## src/rtl/io_port_if.sv

```systemverilog
// io_port_if: CPU-side IN/OUT request signals and device-side TX/RX valid/ready links of the port unit.
interface io_port_if #(
    parameter int DATA_W = 8,
    parameter int DEPTH  = 4
);
    localparam int CW = $clog2(DEPTH) + 1;
    logic              in_req;
    logic              out_req;
    logic [DATA_W-1:0] out_data;
    logic [DATA_W-1:0] cpu_in_data;
    logic              cpu_stall;
    logic              tx_valid;
    logic [DATA_W-1:0] tx_data;
    logic              tx_ready;
    logic              rx_valid;
    logic [DATA_W-1:0] rx_data;
    logic              rx_ready;
    logic [CW-1:0]     tx_count;
    logic [CW-1:0]     rx_count;
    logic              io_err;
    logic              err_clr;
    modport slave (
        input  in_req, out_req, out_data, tx_ready, rx_valid, rx_data, err_clr,
        output cpu_in_data, cpu_stall, tx_valid, tx_data, rx_ready, tx_count, rx_count, io_err
    );
    modport master (
        output in_req, out_req, out_data, tx_ready, rx_valid, rx_data, err_clr,
        input  cpu_in_data, cpu_stall, tx_valid, tx_data, rx_ready, tx_count, rx_count, io_err
    );
endinterface

```

## src/rtl/io_port_unit.sv

```systemverilog
// io_port_unit: IN/OUT port responder with TX/RX FIFOs, pipeline stall and a stall watchdog.
module io_port_unit #(
    parameter int DATA_W      = 8,
    parameter int DEPTH       = 4,
    parameter int STALL_LIMIT = 16
) (
    input logic     clk,
    input logic     rst,
    io_port_if.slave io
);
    localparam int AW = $clog2(DEPTH);
    localparam int CW = AW + 1;
    localparam logic [1:0] IDLE  = 2'd0;
    localparam logic [1:0] WAIT  = 2'd1;
    localparam logic [1:0] ABORT = 2'd2;

    logic [1:0]        state;
    logic [7:0]        stall_cnt;
    logic [DATA_W-1:0] tx_mem [DEPTH];
    logic [DATA_W-1:0] rx_mem [DEPTH];
    logic [AW-1:0]     tx_wr, tx_rd, rx_wr, rx_rd;
    logic [CW-1:0]     tx_cnt, rx_cnt;
    logic              raw_stall, abort, stall, tx_push, tx_pop, rx_push, rx_pop;

    // No bypass: an empty RX or full TX stalls regardless of same-cycle device traffic.
    always_comb begin
        abort     = state == ABORT;
        raw_stall = (io.in_req && rx_cnt == '0) || (io.out_req && tx_cnt == CW'(DEPTH));
        stall     = raw_stall && !abort;
        tx_push   = io.out_req && !stall && !abort;
        tx_pop    = tx_cnt != '0 && io.tx_ready;
        rx_push   = io.rx_valid && rx_cnt != CW'(DEPTH);
        rx_pop    = io.in_req && !stall && !abort;
    end

    assign io.cpu_stall   = stall;
    assign io.tx_valid    = tx_cnt != '0;
    assign io.tx_data     = tx_mem[tx_rd];
    assign io.rx_ready    = rx_cnt != CW'(DEPTH);
    assign io.cpu_in_data = abort ? '0 : rx_mem[rx_rd];
    assign io.tx_count    = tx_cnt;
    assign io.rx_count    = rx_cnt;

    always_ff @(posedge clk or negedge rst) begin
        if (!rst) begin
            for (int i = 0; i < DEPTH; i++) begin
                tx_mem[i] <= '0;
                rx_mem[i] <= '0;
            end
            tx_wr  <= '0;
            tx_rd  <= '0;
            rx_wr  <= '0;
            rx_rd  <= '0;
            tx_cnt <= '0;
            rx_cnt <= '0;
        end else begin
            if (tx_push) begin
                tx_mem[tx_wr] <= io.out_data;
                tx_wr         <= tx_wr + 1'b1;
            end
            if (tx_pop) tx_rd <= tx_rd + 1'b1;
            if (rx_push) begin
                rx_mem[rx_wr] <= io.rx_data;
                rx_wr         <= rx_wr + 1'b1;
            end
            if (rx_pop) rx_rd <= rx_rd + 1'b1;
            tx_cnt <= tx_cnt + CW'(tx_push) - CW'(tx_pop);
            rx_cnt <= rx_cnt + CW'(rx_push) - CW'(rx_pop);
        end
    end

    // Watchdog: STALL_LIMIT+1 stalled cycles, then a single ABORT cycle lets the request complete.
    always_ff @(posedge clk or negedge rst) begin
        if (!rst) begin
            state     <= IDLE;
            stall_cnt <= '0;
            io.io_err <= 1'b0;
        end else begin
            if (abort || (state == WAIT && !raw_stall)) begin
                state     <= IDLE;
                stall_cnt <= '0;
            end else if (state == IDLE) begin
                if (raw_stall) begin
                    state     <= WAIT;
                    stall_cnt <= 8'd1;
                end
            end else if (stall_cnt == 8'(STALL_LIMIT)) begin
                state <= ABORT;
            end else begin
                stall_cnt <= stall_cnt + 8'd1;
            end
            io.io_err <= abort ? 1'b1 : io.err_clr ? 1'b0 : io.io_err;
        end
    end
endmodule

```

## src/flat_wrapper.sv

```systemverilog
// flat-port wrapper written by rule: the top's interface ports become plain ports
module io_port_unit_flat 
#(
    parameter int DATA_W      = 8,
    parameter int DEPTH       = 4,
    parameter int STALL_LIMIT = 16
)
  (clk, rst, io_in_req, io_out_req, io_out_data, io_tx_ready, io_rx_valid, io_rx_data, io_err_clr, io_cpu_in_data, io_cpu_stall, io_tx_valid, io_tx_data, io_rx_ready, io_tx_count, io_rx_count, io_io_err);
  io_port_if #(.DATA_W(DATA_W), .DEPTH(DEPTH)) io_i ();
  input logic clk;
  input logic rst;
  input wire logic [$bits(io_i.in_req)-1:0] io_in_req;
  input wire logic [$bits(io_i.out_req)-1:0] io_out_req;
  input wire logic [$bits(io_i.out_data)-1:0] io_out_data;
  input wire logic [$bits(io_i.tx_ready)-1:0] io_tx_ready;
  input wire logic [$bits(io_i.rx_valid)-1:0] io_rx_valid;
  input wire logic [$bits(io_i.rx_data)-1:0] io_rx_data;
  input wire logic [$bits(io_i.err_clr)-1:0] io_err_clr;
  output wire logic [$bits(io_i.cpu_in_data)-1:0] io_cpu_in_data;
  output wire logic [$bits(io_i.cpu_stall)-1:0] io_cpu_stall;
  output wire logic [$bits(io_i.tx_valid)-1:0] io_tx_valid;
  output wire logic [$bits(io_i.tx_data)-1:0] io_tx_data;
  output wire logic [$bits(io_i.rx_ready)-1:0] io_rx_ready;
  output wire logic [$bits(io_i.tx_count)-1:0] io_tx_count;
  output wire logic [$bits(io_i.rx_count)-1:0] io_rx_count;
  output wire logic [$bits(io_i.io_err)-1:0] io_io_err;
  assign io_i.in_req = io_in_req;
  assign io_i.out_req = io_out_req;
  assign io_i.out_data = io_out_data;
  assign io_i.tx_ready = io_tx_ready;
  assign io_i.rx_valid = io_rx_valid;
  assign io_i.rx_data = io_rx_data;
  assign io_i.err_clr = io_err_clr;
  assign io_cpu_in_data = io_i.cpu_in_data;
  assign io_cpu_stall = io_i.cpu_stall;
  assign io_tx_valid = io_i.tx_valid;
  assign io_tx_data = io_i.tx_data;
  assign io_rx_ready = io_i.rx_ready;
  assign io_tx_count = io_i.tx_count;
  assign io_rx_count = io_i.rx_count;
  assign io_io_err = io_i.io_err;
  io_port_unit #(.DATA_W(DATA_W), .DEPTH(DEPTH), .STALL_LIMIT(STALL_LIMIT)) u_core (.clk(clk), .rst(rst), .io(io_i));
endmodule
```

## config.mk

```make
export PLATFORM = sky130hd
export DESIGN_NAME = io_port_unit_flat
export DESIGN_NICKNAME = d
export VERILOG_FILES = /design/src/rtl/io_port_if.sv /design/src/rtl/io_port_unit.sv /design/src/flat_wrapper.sv
export SDC_FILE = /design/constraint.sdc
export NUM_CORES = 1
export LEC_CHECK = 0
export CORE_MARGIN = 2
export CORE_UTILIZATION = 49
export CTS_CLUSTER_DIAMETER = 150
export DETAILED_ROUTE_END_ITERATION = 10
export PLACE_DENSITY = 0.74
export REMOVE_ABC_BUFFERS = 1
export SETUP_SLACK_MARGIN = 0.1
export SLEW_MARGIN = 10
export SYNTH_ARGS = -nofsm -noshare
export SYNTH_HDL_FRONTEND = slang
export SYNTH_SLANG_ARGS = --single-unit
```

## constraint.sdc

```tcl
create_clock -name clk -period 2.45 [get_ports clk]
set_clock_uncertainty 0.1 [all_clocks]
set_input_delay 0.245 -clock clk [delete_from_list [all_inputs] [get_ports clk]]
set_output_delay 0.245 -clock clk [all_outputs]
set_load 0.02 [all_outputs]
```

==> results of run 1 <==
==> synthesized netlist by cell type (all sizes together) <==
library cell  instances
fa                    2
nor4b                 3
and2                  1
ha                   14
mux4                 16
xnor2                10
nor4bb                1
o31ai                 1
nor2b                11
buf                   4
a21oi                 1
nand4                 1
dfrtp                89
nand2b                1
mux2i                 1
a31o                  2
clkbuf                4
nor3                  4
nand2                16
and3                  2
nor2                  7
nand3                 7
inv                  18
or3                   1
o21a                  1
o21ai                 8
mux2                 64
xor2                  6
a21boi                1
o22ai                 1
o311ai                1
==> kinds of logic (layout without fill, tap and decap cells) <==
family,after synthesis,in the layout,synth area share
flip-flops,89,89,0.5325
multiplexers,81,81,0.2608
AND/OR/NAND/NOR,55,55,0.07389
buffers and inverters,26,108,0.02393
adder cells (fa/ha/maj),16,16,0.05145
AO/OA/AOI/OAI,16,16,0.02393
XOR/XNOR,16,16,0.03350
==> layer usage <==
layer | global-route usage | share of wire
met3 | 0.04267 | 0.044
met4 | 0.06808 | 0.015
met5 | 0 | 0
met2 | 0.3183 | 0.51
met1 | 0.2352 | 0.44
==> state kept, by name, indices dropped and copies added, names as in the netlist <==
signal              cells
u_core.io.tx_count      3
u_core.rx_rd            2
u_core.tx_rd            2
u_core.stall_cnt        8
u_core.io.rx_count      3
u_core.tx_mem          32
u_core.rx_wr            2
u_core.tx_wr            2
u_core.rx_mem          32
u_core.io.io_err        1
u_core.state            2
==> what timing repair did <==
action                     in CTS  in global routing
buffers inserted                4                  2
hold buffers                    1                  0
resized for setup              12                 10
pin swaps                       1                  6
setup endpoints to repair      11                  8
cloned                          0                  0
hold endpoints to repair       19                  0
==> area by class of cell <==
cell class	count	area [um^2]
Timing Repair Buffer	74	701.9
Fill cell	646	3064
Inverter	18	67.56
Multi-Input combinational cell	184	1887
Clock inverter	6	51.30
Clock buffer	10	127.6
Tap cell	105	131.4
Sequential cell	89	2227
==> power by group <==
group          switching, uW  total, uW  internal, uW
Combinational           1460       3410          1950
Clock                    550        934           383
Sequential               427       2590          2160
Total                   2430       6930          4500
==> how the worst max path moves through the flow <==
| stage | start | endpoint | slack, ns |
|---|---|---|---|
| finish | u_core.io.tx_count[1] | u_core.io.tx_count[2] | 0.15 |
| global route | u_core.io.tx_count[1] | u_core.io.tx_count[2] | 0.07 |
| CTS | u_core.io.tx_count[2] | u_core.io.tx_count[2] | 0.10 |
| detailed placement | io_out_req | u_core.io.rx_count[2] | -0.24 |
| global placement | io_out_req | u_core.io.rx_count[2] | -0.23 |
| floorplan | u_core.io.rx_count[2] | u_core.io.rx_count[2] | -0.35 |
==> critical path: stages, from the launching register on <==
cell and delay, ns:
dfrtp_1 0.41, or3_4 0.39, and2_4 0.15, ha_1 0.26, inv_1 0.04, ha_2 0.17, fa_2 0.37, xor2_2 0.18
xnor2_1 0.12
==> per-stage QoR <==
stage          cells  cell area (um^2)  hold WS, ns  setup WS [ns]
3_3_place_gp     463              4927      0.05302        -0.2258
2_1_floorplan    291              4150      -0.1506        -0.3540
5_1_grt          486              5194       0.2295        0.07247
4_1_cts          484              5146       0.2088         0.1020
3_5_place_dp     463              4927      0.05658        -0.2415
6_report         486              5194       0.2042         0.1474
==> out/metrics.csv, run 1 <==
stage,metric,value,unit
outcome,status,finished clean,
synthesis,distinct cell type count after synthesis,35,
setup_path,CP startpoint kind,flip-flop,
routing,final antenna-violating net count,0,
sta,max-slew violations,0,
sta,Slew Limit Headroom,0.7144,
routing,vias per cell,5.272,
die,Starting Density,0.5065,
setup_path,CP Data Arrival Time,2.45,ns
setup_path,reg2reg setup slack,0.15,ns
cts,Num Clock Sinks,89,
cts,clk root buf,clkbuf_8,
setup_path,critical path type,reg -> reg,
power_and_ir_drop,Final Power,6930,uW
cells_and_area,Final Util,0.6289,
setup_path,FF-to-FF path depth,8,
grt,antenna violations before repair,0,
grt,first-pass GRT wire length,12970,um
cts,CTS max path bufs,2,
place,DP HPWL,5420,um
power_and_ir_drop,leakage,0.002307,uW
sta,endpoints failing hold,0,
synthesis,Cells after Synth,299,
sta,setup tns final,0,ns
sta,final worst path period share,0.9398,
routing,DRC Markers,0,
cts,H-tree Lvls,3,
setup_path,CP endpoint kind,flip-flop,
die,Die Ht,96.39,um
routing,WL final,7780,um
routing,DRT Pass-1 Iters,4,
grt,total track usage,0.1871,
power_and_ir_drop,power density over cell area,1334,nW/um^2
setup_path,r2r startpoint,u_core.io.tx_count[1],
power_and_ir_drop,VDD IR-drop max,674.9,uV
cells_and_area,"most common cell after layout, fill and taps aside",dfrtp_1,
cells_and_area,antenna cells,0,
synthesis,syn avg cell area,13.99,um^2
die,row count,33,
cells_and_area,Area Growth Syn to Fin,24.17,%
synthesis,sequential fraction of the synthesis area,0.5325,
synthesis,Yosys top cell area share,0.5325,
synthesis,synthesized area,4183,um^2
die,Ports,49,
cells_and_area,"commonest cells after routing, fill and taps aside","dfrtp_1 (89), mux2_2 (63), clkdlybuf4s50_1 (33)",
cells_and_area,layout net count,415,
grt,vias in the first global route,2706,
synthesis,Yosys top cell by area,dfrtp_1,
setup_path,Worst Path Required,2.60,ns
synthesis,"top cells by area, synth","dfrtp_1 (53%), mux2_2 (17%), mux4_2 (8.6%)",
sta,Worst-Margin Slew,0.4283,ns
place,gpl congestion,0.7989,
cts,Worst-Skew Late Latency,0.36,ns
routing,via count,2562,
sta,RSZ-0062 raised after global routing,true,
die,Die Area,9291,um^2
place,port buffer count,48,
synthesis,synth warn,0,
grt,total grt overflow,0,
routing,1st-iter DRT viols,70,
grt,largest net degree at the start of global routing,71,
hold_path,Hold WC Path Type,in -> async,
cells_and_area,share of layout cells above drive strength 1,0.3543,
die,CORE AREA,8258,um^2
cts,clk slew on worst S/H paths,0.09,ns
setup_path,Critical Path Fanout Max,3,
cts,Num CTS Buffers,9,
sta,Peak Freq,434.3,MHz
cts,CTS tree,yes,
setup_path,reg-to-reg endpoint,u_core.io.tx_count[2],
routing,routed len/inst,16.01,um
synthesis,Seq cells post-synth,89,
sta,Final setup viols,0,
job,max cap viols,0,
sta,crit path time final,2.303,ns
die,Die Width,96.39,um
Note: power is estimated with default switching activity, not from simulation.
==> run 2, diff against run 1 <==
--- a/config.mk
+++ b/config.mk
@@ -8,5 +8,5 @@
 export CORE_MARGIN = 2
 export CORE_UTILIZATION = 49
-export CTS_CLUSTER_DIAMETER = 150
+export CTS_CLUSTER_DIAMETER = 60
 export DETAILED_ROUTE_END_ITERATION = 10
 export PLACE_DENSITY = 0.74
==> constraint.sdc (replaced) <==
create_clock -name clk -period 2.45 [get_ports clk]
set_clock_uncertainty 0.1 [all_clocks]
set_input_delay 0.3675 -clock clk [delete_from_list [all_inputs] [get_ports clk]]
set_output_delay 0.3675 -clock clk [all_outputs]
set_load 0.02 [all_outputs]
==> run 2 against run 1 <==
Effect of this change: global-route usage is essentially flat; sequential power is essentially flat; clock power shrank 1%; clock-buffer cell count grew 2.
==> out/metrics.csv, run 2 (synthesis results as in run 1) <==
stage,metric,value,unit
grt,total grt overflow,0,
power_and_ir_drop,sequential power share,0.383,
power_and_ir_drop,Psw,2366,uW
cells_and_area,layout net count,414,
cts,Num Clock Sinks,89,
sta,Slew Limit Headroom,0.5851,
routing,DRC Markers,0,
power_and_ir_drop,power density over cell area,1319,nW/um^2
sta,Peak Freq,441.8,MHz
power_and_ir_drop,leakage,0.002267,uW
setup_path,crit-path cells,"or3_4, and2_4, ha_1, inv_1, ha_1, fa_2, xor2_1, xnor2_1",
outcome,status,finished clean,
cells_and_area,footprint of the multi-input gates,1886,um^2
power_and_ir_drop,clock group share of total power,0.136,
cts,Num CTS Buffers,9,
sta,endpoints failing hold,0,
cts,CTS max path bufs,2,
setup_path,Worst Path Required,2.58,ns
sta,crit path time final,2.263,ns
cts,clk root buf,clkbuf_8,
cells_and_area,share of layout cells above drive strength 1,0.3763,
grt,first-pass GRT wire length,12920,um
power_and_ir_drop,Logic pwr share,0.481,
sta,RSZ-0062 raised after global routing,true,
routing,vias per cell,5.266,
routing,via count,2554,
setup_path,Crit path top cell by count,ha_1,
cts,clk slew on worst S/H paths,0.08,ns
setup_path,CP startpoint kind,flip-flop,
power_and_ir_drop,Final Power,6768,uW
setup_path,"Slowest-stage cell, CP",dfrtp_1,
routing,WL final,7677,um
job,max cap viols,0,
setup_path,r2r startpoint,u_core.io.tx_count[2],
die,CORE AREA,8258,um^2
hold_path,hold-critical path endpoint,u_core.tx_mem[24],
die,Ports,49,
grt,total track usage,0.1868,
power_and_ir_drop,switch share,0.3496,
cts,Worst-Skew Late Latency,0.35,ns
power_and_ir_drop,VDD IR-drop max,716.8,uV
grt,vias in the first global route,2667,
setup_path,critical path type,reg -> reg,
die,Starting Density,0.5065,
cts,CTS tree,yes,
die,Die Area,9291,um^2
cells_and_area,"commonest cells after routing, fill and taps aside","dfrtp_1 (89), mux2_2 (63), clkdlybuf4s50_1 (30)",
sta,Worst-Margin Slew,0.6196,ns
place,gpl congestion,0.7998,
setup_path,reg2reg setup slack,0.19,ns
die,Die Ht,96.39,um
hold_path,hold_sp,u_core.tx_mem[24],
die,row count,33,
sta,max-slew violations,0,
grt,largest net degree at the start of global routing,54,
hold_path,Hold WC Path Type,reg -> reg,
setup_path,reg-to-reg endpoint,u_core.io.tx_count[2],
cells_and_area,biggest regs,"u_core.rx_mem (32), u_core.tx_mem (32), u_core.stall_cnt (8)",
setup_path,Critical Path Fanout Max,3,
place,DP HPWL,5326,um
die,Die Width,96.39,um
power_and_ir_drop,internal power,4401,uW
setup_path,CP Data Arrival Time,2.39,ns
cts,H-tree Lvls,3,
sta,WHS,0.4045,ns
hold_path,hold path depth,1,
setup_path,CP endpoint kind,flip-flop,
routing,DRT Pass-1 Iters,4,
grt,antenna violations before repair,0,
cells_and_area,Seq. cell area,2227,um^2
setup_path,FF-to-FF path depth,8,
routing,1st-iter DRT viols,78,
setup_path,Critical Path Max Stage Delay,0.40,ns
cells_and_area,antenna cells,0,
place,port buffer count,48,
sta,final worst path period share,0.9238,
cells_and_area,fillcell total,648,
sta,Final setup viols,0,
routing,final antenna-violating net count,0,
routing,routed len/inst,15.83,um
sta,setup tns final,0,ns
cells_and_area,"most common cell after layout, fill and taps aside",dfrtp_1,
cells_and_area,Area Growth Syn to Fin,22.70,%
[run 2: through the flow]
| stage | util | setup slack (ns) | instance area, um^2 | std cells |
|---|---|---|---|---|
| finish | 0.6215 | 0.1866 | 5132 | 485 |
| CTS | 0.6233 | 0.02273 | 5147 | 484 |
| detailed placement | 0.5985 | -0.3240 | 4942 | 465 |
| global placement | 0.5985 | -0.3231 | 4942 | 465 |
| floorplan | - | -0.3540 | 4150 | 291 |
| global route | 0.6215 | 0.06219 | 5132 | 485 |
[run 2: critical path, delay by kind of cell (launching register included)]
kind / cells / cell delay, ns
flip-flops: 1 / 0.40
AND/OR/NAND/NOR: 2 / 0.57
adder cells (fa/ha/maj): 3 / 0.77
XOR/XNOR: 2 / 0.27
buffers and inverters: 1 / 0.04
[run 2: area by class of cell]
type / instances / share of cell area
well taps: 105 / 0.02560
clock buffers: 12 / 0.03023
clock inverters: 4 / 0.005363
repair buffers: 73 / 0.1243
multi-input cells: 184 / 0.3674
flip-flops and latches: 89 / 0.4339
inverters: 18 / 0.01316
[run 2: worst max path at each step]
stage | start | endpoint | slack [ns] | depth (start not counted)
after CTS | u_core.rx_rd[0] | io_cpu_in_data[5] | 0.02 | 4
after global placement | io_out_req | u_core.io.rx_count[2] | -0.32 | 10
final | u_core.io.tx_count[2] | u_core.io.tx_count[2] | 0.19 | 8
after detailed placement | io_out_req | u_core.io.rx_count[2] | -0.32 | 10
after floorplan | u_core.io.rx_count[2] | u_core.io.rx_count[2] | -0.35 | 8
after global routing | u_core.io.tx_count[0] | u_core.io.rx_count[2] | 0.06 | 9
[run 2: per-layer routing]
metal,track usage,vias up,share of wire
met5,0,-,0
met4,0.06573,0,0.016
met3,0.04732,12,0.039
met2,0.3038,57,0.50
met1,0.2452,1280,0.44
li1,-,1205,-
[run 2: repair_timing]
| action | CTS | global route |
|---|---|---|
| hold endpoints to repair | 36 | 0 |
| hold buffers | 1 | 0 |
| pin swaps | 1 | 3 |
| endpoints found under the setup margin | 51 | 12 |
| setup buffers | 2 | 1 |
| resized for setup | 31 | 17 |
[run 2: power by group through the flow]
stage	sequential, uW	clock [uW]	combinational (uW)
CTS	2590	966	3360
finish	2590	921	3260
global route	2680	1020	3570
floorplan	2610	0	2140
detailed placement	2620	0	3480
global placement	2570	0	3400
==> run 3, diff against run 2 <==
Settings changed: CTS_CLUSTER_DIAMETER 60 to not set.
==> results of run 3 <==
The final DEF is identical to that of run 2; final timing and power are the same.
